`src/rtl/regfile_fwd.sv`:
```
// Purpose: GPR file with two combinational read ports, one WB write port and an EX/MEM/WB bypass network.
// Latency: reads are zero-latency (combinational); a write lands in the array on the next rising clk edge.
// Backpressure: none; the block never stalls, and load-use hazards are resolved upstream.
module regfile_fwd #(
    parameter int DATA_W = 32,
    parameter int ADDR_W = 5,
    parameter int NREG   = 32
) (
    input  logic              clk,
    input  logic              rst,
    input  logic              we,
    input  logic [ADDR_W-1:0] waddr,
    input  logic [DATA_W-1:0] wdata,
    input  logic              re1,
    input  logic [ADDR_W-1:0] raddr1,
    output logic [DATA_W-1:0] rdata1,
    input  logic              re2,
    input  logic [ADDR_W-1:0] raddr2,
    output logic [DATA_W-1:0] rdata2,
    input  logic              ex_we,
    input  logic [ADDR_W-1:0] ex_waddr,
    input  logic [DATA_W-1:0] ex_wdata,
    input  logic              mem_we,
    input  logic [ADDR_W-1:0] mem_waddr,
    input  logic [DATA_W-1:0] mem_wdata
);

    logic [DATA_W-1:0] r_mem [NREG];

    // A source whose destination is r0 carries no architectural value, so it never forwards.
    logic w_ex_fwd;
    logic w_mem_fwd;
    logic w_wb_fwd;

    assign w_ex_fwd  = ex_we  && (ex_waddr  != '0);
    assign w_mem_fwd = mem_we && (mem_waddr != '0);
    assign w_wb_fwd  = we     && (waddr     != '0);

    // Both read ports share one description, indexed by port number.
    logic [1:0]             w_re;
    logic [1:0][ADDR_W-1:0] w_raddr;
    logic [1:0][DATA_W-1:0] w_rdata;

    assign w_re    = {re2, re1};
    assign w_raddr = {raddr2, raddr1};
    assign rdata1  = w_rdata[0];
    assign rdata2  = w_rdata[1];

    // Array update: reset clears every entry and wins over a same-cycle write; r0 is never written.
    always_ff @(posedge clk or posedge rst) begin
        if (rst) begin
            for (int i = 0; i < NREG; i++) begin
                r_mem[i] <= '0;
            end
        end else if (w_wb_fwd) begin
            r_mem[waddr] <= wdata;
        end
    end

    for (genvar p = 0; p < 2; p++) begin : g_rd
        logic [DATA_W-1:0] w_arr;
        assign w_arr = r_mem[w_raddr[p]];

        // Read mux: youngest producer first (EX, then MEM, then WB write-through), array last.
        always_comb begin
            w_rdata[p] = '0;
            if (rst || !w_re[p] || (w_raddr[p] == '0)) begin
                w_rdata[p] = '0;
            end else if (w_ex_fwd && (ex_waddr == w_raddr[p])) begin
                w_rdata[p] = ex_wdata;
            end else if (w_mem_fwd && (mem_waddr == w_raddr[p])) begin
                w_rdata[p] = mem_wdata;
            end else if (w_wb_fwd && (waddr == w_raddr[p])) begin
                w_rdata[p] = wdata;
            end else begin
                w_rdata[p] = w_arr;
            end
        end
    end

endmodule

```
`config.mk`:
```
export PLATFORM = sky130hd
export DESIGN_NAME = regfile_fwd
export DESIGN_NICKNAME = d
export VERILOG_FILES = /design/src/rtl/regfile_fwd.sv
export SDC_FILE = /design/constraint.sdc
export NUM_CORES = 2
export LEC_CHECK = 0
export ABC_AREA = 0
export CAP_MARGIN = 30
export CORE_MARGIN = 5
export CORE_UTILIZATION = 60
export CTS_CLUSTER_DIAMETER = 30
export DETAILED_ROUTE_END_ITERATION = 10
export PLACE_DENSITY = 0.81
export RECOVER_POWER = 25
export SYNTH_ARGS = -nofsm -noshare
export SYNTH_HDL_FRONTEND = slang
export SYNTH_SLANG_ARGS = --single-unit
```
`constraint.sdc`:
```
create_clock -name clk -period 38.7 [get_ports clk]
set_input_delay 5.805 -clock clk [delete_from_list [all_inputs] [get_ports clk]]
set_output_delay 5.805 -clock clk [all_outputs]
set_load 0.02 [all_outputs]
```
==> results.md <==
- HPWL reported at the end of detailed placement: 118,000 µm
- Reg clk slew, reported paths: 0.05 ns
- Final setup margin: 18.42 ns
- Total die area: between 100,000 and 150,000 µm²
- Crit path from: rst
- VDD IR max: about 43 µV
- Top cell type's share of synthesized area: between 40 and 50%
- Final net count: 4,700
- Stages on the worst setup path: 6
- Failing checks: max-capacitance violations, max-slew violations
- Starting Density: about three fifths
- Hold Vio Cnt, Final: 0
- Largest cells by area after synthesis: dfrtp_1 45%, mux2_2 19%, mux2i_1 12%
- Worst hold-check path type: flip-flop to flip-flop
- Ys Warns: 0
- Final setup viols: 0
- R2R Path Start: r_mem[446]$_DFFE_PP0P_
- Worst hold margin: between 0.3 and 0.4 ns
- Gr ovfl total: 0
- Skew-Pair Late Insertion Delay: between 0.8 and 0.9 ns
- Bufs and invs on worst path: 4
- Largest Register: r_mem
- Worst r2r path cells: 2
- Crit-path max FO: 89
- Per-cell routed wire length: 35.8 µm
- Die H: 318 µm
- Top-count cell post-synth: dfrtp_1
- Share of cells above drive strength 1: between 30% and 40%
- 1st-iter DRT viols: 7,160
- Routed Antenna Nets: 0
- Post-synth EDFFs: 0
- GPL Wtd Cong: 0.926
- Layout area overhead: 18.6%
- Via density: about 7.6
- Relative slew slack: -198%
- RSZ-0062 raised after global routing: false
- TritonCTS Buffers: roughly 210
- CTS H-tree lvls: 4
- Startpoint types: input port
- Final period util: between 50% and 60%
- Pwr Density: about 60 nW/µm²
- Final Max Tran Viols: about 630
- Die W: 318 µm
- Drt first pass iters: 10
- Worst setup EP type: output port
- Placement Setup Slack: between 20 and 25 ns
- Syn_nets: 4,638
- Core Rows: about 110
- # Post-CTS Setup Buffers: 0
- CTS Hold Bufs: 0
- CP peak stage delay: roughly 2.3 ns
- Worst setup path class: input port to output port
- FF-to-FF End: r_mem[446]$_DFFE_PP0P_
- DRC Markers: 0
- Synth area leader: dfrtp_1
- CTS sink count: 1,024
- Slew @ Worst Pin: between 4 and 5 ns
- Synthesized instance count: about 4,500
- Critical Path Slowest Stage Cell: clkbuf_1
- Crit path DAT: around 14 ns
- Core ar.: 94,600 µm²
- Top-Level Pins: between 150 and 200
- Wire length after detailed routing: roughly 220,000 µm
- Dominant synthesized flop cell: dfrtp_1
- Initial antenna violation count: 19
- Final TNS setup: 0 ns
- PortBufs: between 150 and 200
- # fillers: roughly 5,800
- Register area share after synthesis: around 45%
- Unique masters post-synth: 58
- Critical Path Sink: rdata1[27]
- FMAX: approximately 0.05 GHz
- Routed vias: ~46,000
- Post-Synthesis Cell Area: 57,000 µm²
- Synth top cells by count: 1,024 x dfrtp_1, 980 x mux2_2, 687 x mux2i_1
- Status: complete, but fails checks
- Largest regs: r_mem (1024)
- Vias in the first global route: ~46,000
- Max reg flops: 1,024
- Maxcap violations: 17
- Total power: 4.03 mW
- R2R setup slack: 37.72 ns
- First-pass GRT wire length: between 300,000 and 400,000 µm
- Critical-path cell list: dlygate4sd3_1 > clkinvlp_2 > clkbuf_1 > nand3_2 > a21oi_1 > clkdlybuf4s50_1
- Gr usage total: between 40% and 50%
- PostCTS Resize Cnt: 0
- Root Driver: clkbuf_16
- CTS Buffer Depth: 3
- Leak pwr: around 30 nW
- Crit path time final: around 20 ns
- Ys async rst share: 100%
- CP required: 32.90 ns
- Setup Skew: 0 ns
- TritonCTS clock tree: built
- Crit path max-delay family: buffers and inverters
- Synth Area per Inst: 12.6 µm²
- Synthesized flop and latch total: 1,024
- Largest net degree at the start of global routing: 170
cell usage in the layout (no fill, tap or decap), types with 33 or more instances in the layout:
master,netlist,final
clkdlybuf4s50_1,0,180
buf_4,59,115
a21oi_1,114,114
a22oi_1,239,239
mux4_2,150,150
a311o_1,57,57
bufinv_16,0,33
o22ai_1,121,121
dfrtp_1,1024,1024
clkbuf_16,0,209
a31oi_1,43,43
o21ai_0,38,38
clkbuf_1,314,36
nor2b_1,44,35
nor2_1,84,71
mux2i_1,687,687
nand2_1,72,63
and3_1,48,48
a211o_1,36,36
mux2_2,980,978
worst min-delay path by stage:
stage | end | start | cells after the start
after floorplan | r_mem[1001]$_DFFE_PP0P_ | r_mem[1001]$_DFFE_PP0P_ | 1
after global placement | r_mem[1021]$_DFFE_PP0P_ | r_mem[1021]$_DFFE_PP0P_ | 0
after detailed placement | r_mem[998]$_DFFE_PP0P_ | r_mem[998]$_DFFE_PP0P_ | 0
after CTS | r_mem[1018]$_DFFE_PP0P_ | r_mem[1018]$_DFFE_PP0P_ | 0
after global routing | r_mem[1001]$_DFFE_PP0P_ | r_mem[1001]$_DFFE_PP0P_ | 0
final | r_mem[1018]$_DFFE_PP0P_ | r_mem[1018]$_DFFE_PP0P_ | 0
cells by family (layout without fill, tap and decap cells):
| family | after synthesis | in the layout | share of synthesized area (%) |
|---|---|---|---|
| compound gates | 768 | 768 | 9.66 |
| xor+xnor | 30 | 30 | 0.461 |
| buf+inv | 507 | 751 | 4.14 |
| flops | 1024 | 1024 | 45.0 |
| mux | 1817 | 1817 | 37.4 |
| other cells | 0 | 28 | 0 |
| simple gates | 364 | 364 | 3.36 |
per-stage QoR:
stage                     util [%]  cell area, µm²  std cells
after global placement        62.9           59500       5598
after detailed placement      63.3           59800       5617
after global routing          71.4           67500       6022
final                         71.4           67600       6047
after floorplan                  -           57000       4510
after CTS                     71.3           67400       6007
where the power goes:
part	switching [mW]	total (mW)	internal, mW
clock network	0.644	1.91	1.27
registers	0.170	1.45	1.28
logic	0.322	0.672	0.350
area by class of cell:
type | instances | area, µm² | area share (%)
Inverter | 12 | 46.3 | 0.0685
Clock inverter | 131 | 1870 | 2.76
Antenna cell | 28 | 70.1 | 0.104
Tap cell | 1265 | 1580 | 2.34
Timing Repair Buffer | 349 | 3470 | 5.14
Multi-Input combinational cell | 2979 | 29200 | 43.2
Sequential cell | 1024 | 25600 | 37.9
Clock buffer | 259 | 5690 | 8.42
layer usage:
layer | part of all wire, % | wire (µm) | vias up | track usage, %
met2 | 42 | 90000 | 4175 | 57.5
met1 | 35 | 74600 | 23200 | 51.9
met4 | 8.1 | 17600 | 18 | 28.7
met5 | 0.096 | 207 | - | 1.32
li1 | - | - | 17500 | -
met3 | 16 | 34000 | 1245 | 18.4
Power figures use the tool's default switching activity.
